## config.mk

```make
export PLATFORM = sky130hd
export DESIGN_NAME = fmc_startup_seq
export DESIGN_NICKNAME = d
export VERILOG_FILES = /design/src/rtl/fmc_startup_seq.sv
export SDC_FILE = /design/constraint.sdc
export NUM_CORES = 1
export LEC_CHECK = 0
export ABC_AREA = 1
export CORE_UTILIZATION = 57
export CTS_CLUSTER_SIZE = 10
export DETAILED_ROUTE_END_ITERATION = 8
export PLACE_DENSITY_LB_ADDON = 0.08
export SYNTH_ARGS = -nofsm -noshare
export SYNTH_HDL_FRONTEND = slang
export SYNTH_SLANG_ARGS = --single-unit
```

## constraint.sdc

```tcl
create_clock -name clk -period 6.68 [get_ports clk]
set_input_delay 1.67 -clock clk [delete_from_list [all_inputs] [get_ports clk]]
set_output_delay 1.67 -clock clk [all_outputs]
set_load 0.1 [all_outputs]
```

## src/rtl/fmc_startup_seq.sv

```systemverilog
// FMC startup sequencer: settles, writes and reads back NUM_CH I2C expanders with
// retry/timeout handling, then monitors FMC presence until restarted.
module fmc_startup_seq #(
    parameter int unsigned NUM_CH         = 5,
    parameter int unsigned PAUSE_CYCLES   = 125000000,
    parameter int unsigned TIMEOUT_CYCLES = 1250000,
    parameter int unsigned MAX_RETRY      = 2,
    parameter logic [7:0]  BYPASS_TYPE    = 8'h02,
    parameter logic [7:0]  WR_VALUE       = 8'hFF
) (
    input  logic                  clk,
    input  logic                  reset,
    input  logic                  restart,
    input  logic [7:0]            fmc_mod_type,
    input  logic                  fmc_absent,
    input  logic                  i2c_int_n,
    input  logic                  i2c_error,
    input  logic                  i2c_wr_rdy,
    input  logic [7:0]            i2c_reg_dat,
    input  logic                  i2c_reg_valid,
    input  logic [NUM_CH-1:0]     wr_mask,
    input  logic [NUM_CH-1:0]     rd_mask,
    output logic                  start_write,
    output logic                  start_read,
    output logic [7:0]            wr_ctrl_reg,
    output logic [NUM_CH-1:0]     channel_sel,
    output logic [8*NUM_CH-1:0]   rd_data,
    output logic [2:0]            err_code,
    output logic [2:0]            err_ch,
    output logic [7:0]            retry_total,
    output logic                  sm_running,
    output logic [3:0]            state
);

    localparam int unsigned CNT_MAX = (PAUSE_CYCLES > TIMEOUT_CYCLES) ? PAUSE_CYCLES : TIMEOUT_CYCLES;
    localparam int unsigned CNT_W   = $clog2(CNT_MAX + 1);

    typedef enum logic [3:0] {
        S_IDLE      = 4'd0,
        S_PRE_WAIT  = 4'd1,
        S_CHECK_ABS = 4'd2,
        S_WR_START  = 4'd3,
        S_WR_WAIT   = 4'd4,
        S_RD_START  = 4'd5,
        S_RD_WAIT   = 4'd6,
        S_POST_WAIT = 4'd7,
        S_CHECK_INT = 4'd8,
        S_MONITOR   = 4'd9,
        S_ERROR     = 4'd10
    } state_t;

    state_t             state_q, state_nxt;
    logic [CNT_W-1:0]   cnt_q, cnt_nxt;
    logic [2:0]         ch_q, ch_nxt;
    logic [2:0]         rcnt_q, rcnt_nxt;
    logic [2:0]         err_code_nxt, err_ch_nxt;
    logic [7:0]         retry_nxt;
    logic [8*NUM_CH-1:0] rd_data_nxt;
    logic               do_retry, retry_is_to, in_txn;
    logic [3:0]         wr_first, wr_next, rd_first, rd_next;

    // Lowest set mask bit at or above 'from'; bit 3 flags that one was found.
    function automatic logic [3:0] find_from(input logic [NUM_CH-1:0] m, input int from);
        logic [3:0] r;
        r = '0;
        for (int i = 0; i < int'(NUM_CH); i++) begin
            if (!r[3] && m[i] && i >= from) r = {1'b1, 3'(i)};
        end
        return r;
    endfunction

    assign wr_first = find_from(wr_mask, 0);
    assign wr_next  = find_from(wr_mask, int'(ch_q) + 1);
    assign rd_first = find_from(rd_mask, 0);
    assign rd_next  = find_from(rd_mask, int'(ch_q) + 1);
    assign state    = state_q;

    always_comb begin
        state_nxt    = state_q;
        cnt_nxt      = cnt_q;
        ch_nxt       = ch_q;
        rcnt_nxt     = rcnt_q;
        err_code_nxt = err_code;
        err_ch_nxt   = err_ch;
        retry_nxt    = retry_total;
        rd_data_nxt  = rd_data;
        do_retry     = 1'b0;
        retry_is_to  = 1'b0;

        case (state_q)
            S_IDLE: begin
                cnt_nxt      = CNT_W'(PAUSE_CYCLES - 1);
                ch_nxt       = 3'd0;
                rcnt_nxt     = 3'd0;
                err_code_nxt = 3'd0;
                err_ch_nxt   = 3'd0;
                retry_nxt    = 8'd0;
                state_nxt    = S_PRE_WAIT;
            end
            S_PRE_WAIT, S_POST_WAIT: begin
                if (cnt_q == '0) state_nxt = (state_q == S_PRE_WAIT) ? S_CHECK_ABS : S_CHECK_INT;
                else             cnt_nxt   = cnt_q - CNT_W'(1);
            end
            S_CHECK_ABS: begin
                if (fmc_absent) begin
                    state_nxt    = S_ERROR;
                    err_code_nxt = 3'd2;
                end else if (fmc_mod_type == BYPASS_TYPE) begin
                    state_nxt = S_MONITOR;
                end else if (wr_first[3]) begin
                    ch_nxt    = wr_first[2:0];
                    state_nxt = S_WR_START;
                end else if (rd_first[3]) begin
                    ch_nxt    = rd_first[2:0];
                    state_nxt = S_RD_START;
                end else begin
                    state_nxt = S_POST_WAIT;
                end
            end
            S_WR_START, S_RD_START: begin
                cnt_nxt   = CNT_W'(TIMEOUT_CYCLES);
                state_nxt = (state_q == S_WR_START) ? S_WR_WAIT : S_RD_WAIT;
            end
            S_WR_WAIT: begin
                if (i2c_error) begin
                    do_retry = 1'b1;
                end else if (i2c_wr_rdy) begin
                    rcnt_nxt = 3'd0;
                    if (wr_next[3]) begin
                        ch_nxt    = wr_next[2:0];
                        state_nxt = S_WR_START;
                    end else if (rd_first[3]) begin
                        ch_nxt    = rd_first[2:0];
                        state_nxt = S_RD_START;
                    end else begin
                        state_nxt = S_POST_WAIT;
                    end
                end else if (cnt_q <= CNT_W'(1)) begin
                    do_retry    = 1'b1;
                    retry_is_to = 1'b1;
                end else begin
                    cnt_nxt = cnt_q - CNT_W'(1);
                end
            end
            S_RD_WAIT: begin
                if (i2c_error) begin
                    do_retry = 1'b1;
                end else if (i2c_reg_valid) begin
                    for (int i = 0; i < int'(NUM_CH); i++) begin
                        if (ch_q == 3'(i)) rd_data_nxt[8*i +: 8] = i2c_reg_dat;
                    end
                    rcnt_nxt = 3'd0;
                    if (ch_q == 3'd0 && i2c_reg_dat != fmc_mod_type) begin
                        state_nxt    = S_ERROR;
                        err_code_nxt = 3'd3;
                        err_ch_nxt   = 3'd0;
                    end else if (rd_next[3]) begin
                        ch_nxt    = rd_next[2:0];
                        state_nxt = S_RD_START;
                    end else begin
                        state_nxt = S_POST_WAIT;
                    end
                end else if (cnt_q <= CNT_W'(1)) begin
                    do_retry    = 1'b1;
                    retry_is_to = 1'b1;
                end else begin
                    cnt_nxt = cnt_q - CNT_W'(1);
                end
            end
            S_CHECK_INT: begin
                if (i2c_int_n) begin
                    state_nxt = S_MONITOR;
                end else begin
                    state_nxt    = S_ERROR;
                    err_code_nxt = 3'd4;
                end
            end
            S_MONITOR: begin
                if (fmc_absent) begin
                    state_nxt    = S_ERROR;
                    err_code_nxt = 3'd2;
                end else if (restart) begin
                    state_nxt = S_IDLE;
                end
            end
            S_ERROR: begin
                if (restart) state_nxt = S_IDLE;
            end
            default: state_nxt = S_IDLE;
        endcase

        // Shared retry/exhaustion handling for both transaction phases.
        if (do_retry) begin
            if (rcnt_q < 3'(MAX_RETRY)) begin
                rcnt_nxt  = rcnt_q + 3'd1;
                retry_nxt = (retry_total == 8'hFF) ? retry_total : retry_total + 8'd1;
                state_nxt = (state_q == S_RD_WAIT) ? S_RD_START : S_WR_START;
            end else begin
                state_nxt    = S_ERROR;
                err_code_nxt = retry_is_to ? 3'd5 : 3'd1;
                err_ch_nxt   = ch_q;
            end
        end

        if (state_nxt == S_POST_WAIT && state_q != S_POST_WAIT) cnt_nxt = CNT_W'(PAUSE_CYCLES - 1);
    end

    assign in_txn = (state_nxt == S_WR_START) || (state_nxt == S_WR_WAIT) ||
                    (state_nxt == S_RD_START) || (state_nxt == S_RD_WAIT);

    always_ff @(posedge clk) begin
        if (reset) begin
            state_q     <= S_IDLE;
            cnt_q       <= '0;
            ch_q        <= 3'd0;
            rcnt_q      <= 3'd0;
            err_code    <= 3'd0;
            err_ch      <= 3'd0;
            retry_total <= 8'd0;
            rd_data     <= '0;
            start_write <= 1'b0;
            start_read  <= 1'b0;
            channel_sel <= '0;
            sm_running  <= 1'b1;
            wr_ctrl_reg <= WR_VALUE;
        end else begin
            state_q     <= state_nxt;
            cnt_q       <= cnt_nxt;
            ch_q        <= ch_nxt;
            rcnt_q      <= rcnt_nxt;
            err_code    <= err_code_nxt;
            err_ch      <= err_ch_nxt;
            retry_total <= retry_nxt;
            rd_data     <= rd_data_nxt;
            start_write <= (state_nxt == S_WR_START);
            start_read  <= (state_nxt == S_RD_START);
            channel_sel <= in_txn ? (NUM_CH'(1) << ch_nxt) : '0;
            sm_running  <= !((state_nxt == S_MONITOR) || (state_nxt == S_ERROR));
            wr_ctrl_reg <= WR_VALUE;
        end
    end

endmodule

```

# After elaboration in Yosys (flattened, before gate mapping)
# Index checks and enable logic that the tools add are counted.
# word_totals
word_cells	229
regBits	99
# classes
shift	1
n_addsub	4
bitwise_logic	2
magnitude_cmp	7
reduce_logical	66
mux	96
eq_ne	36
# op_table
op	count
2-to-1 mux 27 bit	7
one-hot mux 27 bit (5 select lines)	1
2-to-1 mux 4 bit	33
2-to-1 mux 3 bit	33
one-hot mux 4 bit (9 select lines)	1
equality test 4 x 3 -> 1 bit, second input constant	8
2-to-1 mux 8 bit	4
logical AND 1 bit	28
<= comparator 27 x 1 -> 1 bit, second input constant	1
zero test 27 bit	1
subtractor 27 x 1 -> 27 bit, second input constant	1
one-hot mux 3 bit (4 select lines)	2
equality test 4 bit, second input constant	5
AND reduction 4 bit	5
zero test 1 bit	17
equality test 4 x 2 -> 1 bit, second input constant	3
!= test 3 bit, second input constant	4
AND reduction 6 bit	2
!= test 2 bit, second input constant	5
OR reduction 2 bit	5
one-hot mux 3 bit (3 select lines)	1
adder 8 x 1 -> 8 bit, second input constant	1
equality test 8 x 2 -> 1 bit, second input constant	1
equality test 8 bit, second input constant	1
24 further kinds	42

# Logic depth before layout (Yosys ltp)
# Gate-level depths: netlist (run 1).
# depth
word_depth	32
mapped_depth	20

# Least setup slack after synthesis (run 1)
# No wires, ideal clock.
# synth_timing
path_type	in2reg
from	input port wr_mask[0]
to	register cnt_q[11]
path_stages	15
arrival_time_ns	3.088
setup_time_ns	0.138
setup_slack_ns	3.455
path_cell_list	nor2_1 nand2_1 nor2_1 nand2_1 nand2_1 nand2_1 a21oi_1 nand2_1 nor2_1 nand3_1 nand2_2 nor2_4 nand3_4 buf_6 a21oi_2
# synth_via
elab_chain_len	27
# synth_rtl
element	line	rtl
start: declaration	21	input logic [NUM_CH-1:0] wr_mask,
logical AND 1 bit	67	if (!r[3] && m[i] && i >= from) r = {1'b1, 3'(i)};
2-to-1 mux 4 bit	67	
zero test 1 bit	67	
logical AND 1 bit (2 in a row)	67	
2-to-1 mux 4 bit	67	
zero test 1 bit	67	
logical AND 1 bit (2 in a row)	67	
2-to-1 mux 4 bit	67	
[... 9 more ...]	-	
2-to-1 mux 4 bit	127	end else if (i2c_wr_rdy) begin
2-to-1 mux 4 bit	125	if (i2c_error) begin
one-hot mux 4 bit (9 select lines) *	90	case (state_q)
2-to-1 mux 4 bit *	193	if (do_retry) begin
equality test 4 x 3 -> 1 bit *	205	if (state_nxt == S_POST_WAIT && state_q != S_POST_WAIT) cnt_nxt = CNT_W'(PAUSE_CYCLES - 1);
logical AND 1 bit *	205	
nonzero test 6 bit (no source line) (tied with other cells)	-	
AND reduction 6 bit (no source line)	-	
end signal: assignment	228	cnt_q <= cnt_nxt;
end: declaration	53	logic [CNT_W-1:0] cnt_q, cnt_nxt;
# Mark *: on every way between the ends. The rest lies on a longest branch, timed or not.
# A chain may end at the register's enable or synchronous reset.

# Worst setup path after layout (run 1)
# layout_timing
from	input port i2c_error
to	register cnt_q[19]
# layout_via
elab_chain_len	6
# layout_rtl
element	line	rtl
start: declaration	17	input logic i2c_error,
2-to-1 mux 4 bit (tied with other cells)	146	if (i2c_error) begin
one-hot mux 4 bit (9 select lines) or one-hot mux 1 bit (2 select lines) (tied branches)	90	
2-to-1 mux 4 bit	193	
equality test 4 x 3 -> 1 bit	205	
logical AND 1 bit	205	
OR reduction 2 bit (no source line)	-	
# Several ways; a longest one is shown, not always the timed one.

==> results of run 1 <==
-- registers in the layout (all words and copies together) (netlist names) --
name,count
sm_running,1
err_ch,3
rcnt_q,3
channel_sel,5
state,4
start_read,1
retry_total,8
cnt_q,27
start_write,1
ch_q,3
rd_data,40
err_code,3
-- how the worst max path moves through the flow --
stage / start / cells past startpoint / slack (ns) / endpoint
3_3_place_gp: i2c_error / 14 / 2.48 / cnt_q[23]$_SDFFE_PP0P_
3_5_place_dp: i2c_error / 14 / 2.40 / cnt_q[23]$_SDFFE_PP0P_
2_1_floorplan: wr_mask[0] / 15 / 3.45 / cnt_q[11]$_SDFFE_PP0P_
4_1_cts: i2c_error / 14 / 2.81 / cnt_q[23]$_SDFFE_PP0P_
6_report: i2c_error / 14 / 2.72 / cnt_q[19]$_SDFFE_PP0P_
5_1_grt: wr_mask[0] / 16 / 2.55 / cnt_q[23]$_SDFFE_PP0P_
-- layer usage --
metal | share of wire, % | up-vias | global-route usage (%) | wire length, µm
li1 | - | 2989 | - | -
met1 | 41 | 2855 | 39.2 | 7100
met2 | 48 | 279 | 58.3 | 8400
met3 | 8.0 | 43 | 9.01 | 1400
met4 | 2.9 | 0 | 15.3 | 510
met5 | 0 | - | 0 | 0
-- cell type report --
cell class	count	area, µm²
multi-input combinational	613	3330
fill	811	2760
sequential	99	1980
timing repair buffer	100	993
inverter	108	405
tap	133	166
clock buffer	9	124
clock inverter	7	105
-- cells in the final DEF (no fill, tap or decap), types with 34 or more instances in the layout --
| cell | instances |
|---|---|
| dfxtp_1 | 99 |
| nand3_1 | 45 |
| inv_2 | 34 |
| a21oi_1 | 65 |
| nor2_1 | 116 |
| o21ai_0 | 57 |
| clkdlybuf4s50_1 | 98 |
| nand2_1 | 125 |
| inv_1 | 74 |
-- report_power, final --
part           switching [mW]  total (mW)  internal [mW]  leakage (nW)
Clock                   0.248       0.437          0.188         0.115
Combinational           0.474       0.680          0.206          2.02
Sequential             0.0573       0.693          0.636         0.804
Total                   0.779        1.81           1.03          2.94
-- cells by family after synthesis --
logic type	after synthesis	share of synthesized area [%]
adders and majority gates	11	2.35
DFF	99	33.9
AOI/OAI and AO/OA	202	20.2
and+or+nand+nor	369	30.5
other	1	0.0641
xor gates and xnor gates	23	3.44
buffers and inverters	137	9.56
-- critical path, delay by kind of cell --
kind,cells,cell delay (ns)
compound gates,2,0.43
simple gates,8,1.26
buf+inv,4,0.92
-- per-stage QoR --
stage | power, mW | instances | hold WS (ns)
3_5_place_dp | 1.37 | 1053 | 0.457
2_1_floorplan | 1.22 | 849 | 0.443
5_1_grt | 1.91 | 1069 | 0.503
6_report | 1.81 | 1069 | 0.475
4_1_cts | 1.80 | 1069 | 0.473
3_3_place_gp | 1.35 | 1053 | 0.450
==> out/results.tsv, run 1 <==
metric	value	unit
outcome	finished, final reports clean	
Setup WS pre-CTS	2.40	ns
Final HPWL DP	13.1	mm
initial antenna violation count	0	
ys async rst share	0	%
Synth area leader	dfxtp_1	
CTS sink cnt	99	
die span in y	103	µm
placed cell area	6880	µm²
DRT Pass-1 Iters	6	
GRT overflow	0	
Yosys reg bits	99	
CTS tree	done	
vias in the first global route	5790	
htree depth	3	
Slew @ Worst Pin	1.13	ns
Syn-to-layout area delta	21.6	%
drt wl/cell	16.3	µm
Post-CTS Setup Bufs	0	
ratio of cells with drive above 1 in the final layout	11.4	%
cell with the most instances after synthesis	nand2_1	
Setup TNS	0	ns
post-cts gate resize count	0	
Post-Layout Inst Area	7110	µm²
period utilization	59.2	%
Die X	103	µm
Bufs on Longest Clock Path	2	
total track usage	33.7	%
Critical Path Start Type	primary input	
RSZ-0062 raised after global routing	no	
Layout Utilization	72.1	%
Critical R2R Capture	cnt_q[19]$_SDFFE_PP0P_	
hold path depth	2	
dominant cells by area after synthesis	dfxtp_1, nand2_1, nor2_1, a21oi_1, o21ai_0	
commonest cells in the netlist	nand2_1, nor2_1, dfxtp_1	
Final Slew Violations	0	
fmax	253	MHz
cell area after synthesis	5850	µm²
Slowest-stage cell, CP	clkdlybuf4s50_1	
Yosys cell types	48	
clock root buffer	clkbuf_8	
reg2reg start	ch_q[2]$_SDFF_PP0_	
hold crit path type	flip-flop to flip-flop	
CP Capture Type	flip-flop	
Max VDD drop	0.000158	V
core footprint	9860	µm²
ANT cells	0	
RePlAce Congestion	0.967	
final net count	976	
Port Buffers	99	
Hold Buf Count CTS	0	
CP max FO	19	
Final Routed Wirelength	17.4	mm
P per Cell Area	255	nW/µm²
Max-slew headroom	24.7	%
Crit Path Class	primary input to flip-flop	
Final setup viols	0	
die area	10700	µm²
Num CTS Buffers	9	
Reg2Reg Depth	14	
Post-synth top flop	dfxtp_1	
internal reg-to-reg setup slack	3.41	ns
crit path cell chain	clkdlybuf4s50_1, inv_1, nand2_1, inv_2, nand2_1, o21ai_1, inv_1, nor2_1, nand2_1, nand2_1, nand2_1, nand3_4, nand2_2, a21oi_1	
CP most frequent cell	nand2_1	
required time of the critical path	7.01	ns
DRC Markers	0	
clk_skew	0.0170	ns
First DRT Iteration DRCs	333	
Starting Density	59.3	%
vias per std cell	5.77	
clk slew on worst S/H paths	0.11	ns
final hold vios	0	
antenna viol nets, final	0	
I/O pin cnt	108	
Cells after Synth	842	
synth warn	0	
Post-synth EDFFs	0	
Final WS setup	2.72	ns
row count	36	
Hold Path End	rcnt_q[2]$_SDFF_PP0_	
Tmin final	3.96	ns
Lkg Pwr	2.94	nW
first-pass GRT wire length	27.5	mm
largest net degree at the start of global routing	54	
via count	6166	
register area share after synthesis	33.9	%
Worst-Skew Late Latency	0.40	ns
Hold Path Origin	rcnt_q[2]$_SDFF_PP0_	
Max-Cap Viols	0	
Largest stage delay, worst path	0.45	ns
top cell type's share of synthesized area	33.9	%
Avg Inst Size Synth	6.95	µm²
Arrival @ worst endpoint	4.29	ns
Note: power is estimated with default switching activity, not from simulation.
==> run 2, diff against run 1 <==
Settings changed: CORE_UTILIZATION 57 to 53.
Clock period 6.68 ns to 3.9 ns, I/O delays scaled along.
==> out/results.tsv, run 2 (synthesis results as in run 1) <==
metric	value	unit	change
P per Cell Area	425	nW/µm²	+67%
ANT cells	0		unchanged
clock root buffer	clkbuf_8		
required time of the critical path	4.21	ns	-2.80 ns
DRC Markers	0		unchanged
Critical Path Start Type	primary input		
biggest regs	rd_data: 40 flops, cnt_q: 27 flops, retry_total: 8 flops		
Num CTS Buffers	9		unchanged
vias per std cell	5.61		-2.8%
first-pass GRT wire length	27.4	mm	-0.60%
CTS tree	done		
Final setup viols	0		unchanged
via count	6052		-1.8%
met3 WL	1.77	mm	+26%
Finished Layout Cells	1079		+0.94%
htree depth	3		unchanged
Crit Path Class	primary input to flip-flop		
Starting Density	55.6	%	-3.6 points
Post-CTS Setup Bufs	0		unchanged
ratio of cells with drive above 1 in the final layout	12.0	%	+0.55 points
Setup TNS	0	ns	unchanged
hold crit path type	flip-flop to flip-flop		
Arrival @ worst endpoint	3.42	ns	-0.87 ns
crit path to	cnt_q[23]$_SDFFE_PP0P_		
Crit. Startpoint	i2c_error		
row count	37		+2.8%
post-cts gate resize count	0		unchanged
initial antenna violation count	0		unchanged
period utilization	79.7	%	
Port Buffers	99		unchanged
total track usage	30.5	%	-3.3 points
final net count	983		+0.72%
Final Slew Violations	0		unchanged
Worst-Skew Late Latency	0.39	ns	about the same
DR top layer	met4		
RSZ-0062 raised after global routing	no		
RePlAce Congestion	0.937		-3.0%
Reg2Reg Depth	14		unchanged
vias in the first global route	5597		-3.3%
final hold vios	0		unchanged
clk_skew	0.0161	ns	-0.000891 ns
CTS sink cnt	99		unchanged
Final Routed Wirelength	17.0	mm	-2.4%
Bufs on Longest Clock Path	2		unchanged
Syn-to-layout area delta	22.1	%	
First DRT Iteration DRCs	470		+41%
Placed Cells	1063		+0.95%
Max-Cap Viols	0		unchanged
# fillers	908		+12%
placed cell area	6930	µm²	+0.78%
Die X	107	µm	+3.6%
antenna viol nets, final	0		unchanged
Slew @ Worst Pin	1.04	ns	-0.0895 ns
Hold Path Origin	rcnt_q[2]$_SDFF_PP0_		
largest net degree at the start of global routing	53		-1.9%
drt wl/cell	15.7	µm	-3.3%
internal reg-to-reg setup slack	0.81	ns	-2.60 ns
I/O pin cnt	108		unchanged
commonest non-fill, non-tap cell in the layout	nand2_1		
die area	11500	µm²	+7.4%
routed length on met1	7.39	mm	+4.2%
max reg flops	40		unchanged
CP max FO	19		unchanged
core footprint	10500	µm²	+6.5%
Final HPWL DP	13.1	mm	-0.18%
CP Capture Type	flip-flop		
outcome	finished, final reports clean		
Lkg Pwr	2.97	nW	+0.85%
reg2reg start	ch_q[1]$_SDFF_PP0_		
GRT overflow	0		unchanged
most frequent cells in the layout	nand2_1, nor2_1, dfxtp_1		
Critical R2R Capture	cnt_q[23]$_SDFFE_PP0P_		
die span in y	107	µm	+3.6%
Hold Buf Count CTS	0		unchanged
Post-Layout Inst Area	7140	µm²	+0.40%
fmax	322	MHz	
met2 wire length	7.56	mm	-9.9%
largest register by flop count	rd_data		
Max-slew headroom	30.5	%	+5.8 points
Max VDD drop	0.000279	V	+76%
Tmin final	3.11	ns	
clk slew on worst S/H paths	0.09	ns	-0.02 ns
DRT Pass-1 Iters	5		-1
[run 2: changes by cell type in the layout (fill, tap and decap cells not counted)]
cell and delta:
clkbuf_8 +1, buf_4 +8, inv_6 -1, clkinv_8 -2, clkdlybuf4s50_1 -1, inv_8 -2, clkinv_4 +2, clkbuf_1 +2
[run 2: worst max-delay path: stages]
cell,delay (ns)
clkdlybuf4s50_1,0.45
inv_1,0.15
nand2_1,0.23
inv_2,0.16
nand2_1,0.08
o21ai_1,0.18
inv_1,0.13
nor2_1,0.11
nand2_1,0.06
nand2_1,0.07
nand2_1,0.14
nand3_4,0.32
nand2_2,0.20
a21oi_1,0.17
[run 2: report_power, final]
part / internal [mW] / total, mW / leakage [nW] / switching [mW]
registers: 1.09 / 1.18 / 0.804 / 0.0883
logic: 0.363 / 1.16 / 2.06 / 0.801
clock network: 0.321 / 0.691 / 0.103 / 0.369
total: 1.77 / 3.03 / 2.97 / 1.26
[run 2: worst min path at each step]
stage | endpoint | slack (ns) | cells after the start
2_1_floorplan | rcnt_q[0]$_SDFF_PP0_ | 0.44 | 1
3_3_place_gp | rcnt_q[2]$_SDFF_PP0_ | 0.45 | 2
3_5_place_dp | rcnt_q[2]$_SDFF_PP0_ | 0.47 | 2
4_1_cts | rcnt_q[2]$_SDFF_PP0_ | 0.48 | 2
5_1_grt | rcnt_q[0]$_SDFF_PP0_ | 0.51 | 1
6_report | rcnt_q[2]$_SDFF_PP0_ | 0.49 | 2
[run 2: stage by stage]
stage	utilization, %	hold slack [ns]	setup slack (ns)	power [mW]
global route	67.9	0.507	0.543	3.21
finish	67.9	0.485	0.790	3.03
floorplan	-	0.443	1.16	2.09
CTS	67.9	0.481	0.806	3.02
detailed placement	66.0	0.466	0.463	2.34
global placement	66.0	0.452	0.564	2.32
[run 2: layout make-up]
type	instances	area, µm²	share of cell area [%]
Clock inverter	4	58.8	0.824
Tap cell	136	170	2.38
Sequential cell	99	1980	27.8
Multi-Input combinational cell	613	3330	46.7
Inverter	108	405	5.68
Timing Repair Buffer	107	1040	14.6
Clock buffer	12	145	2.03
[run 2: per-layer routing]
layer / GRT usage (%) / vias to the layer above
li1: - / 3007
met1: 40.3 / 2752
met2: 47.1 / 268
met3: 10.3 / 25
met4: 8.32 / 0
met5: 0 / -
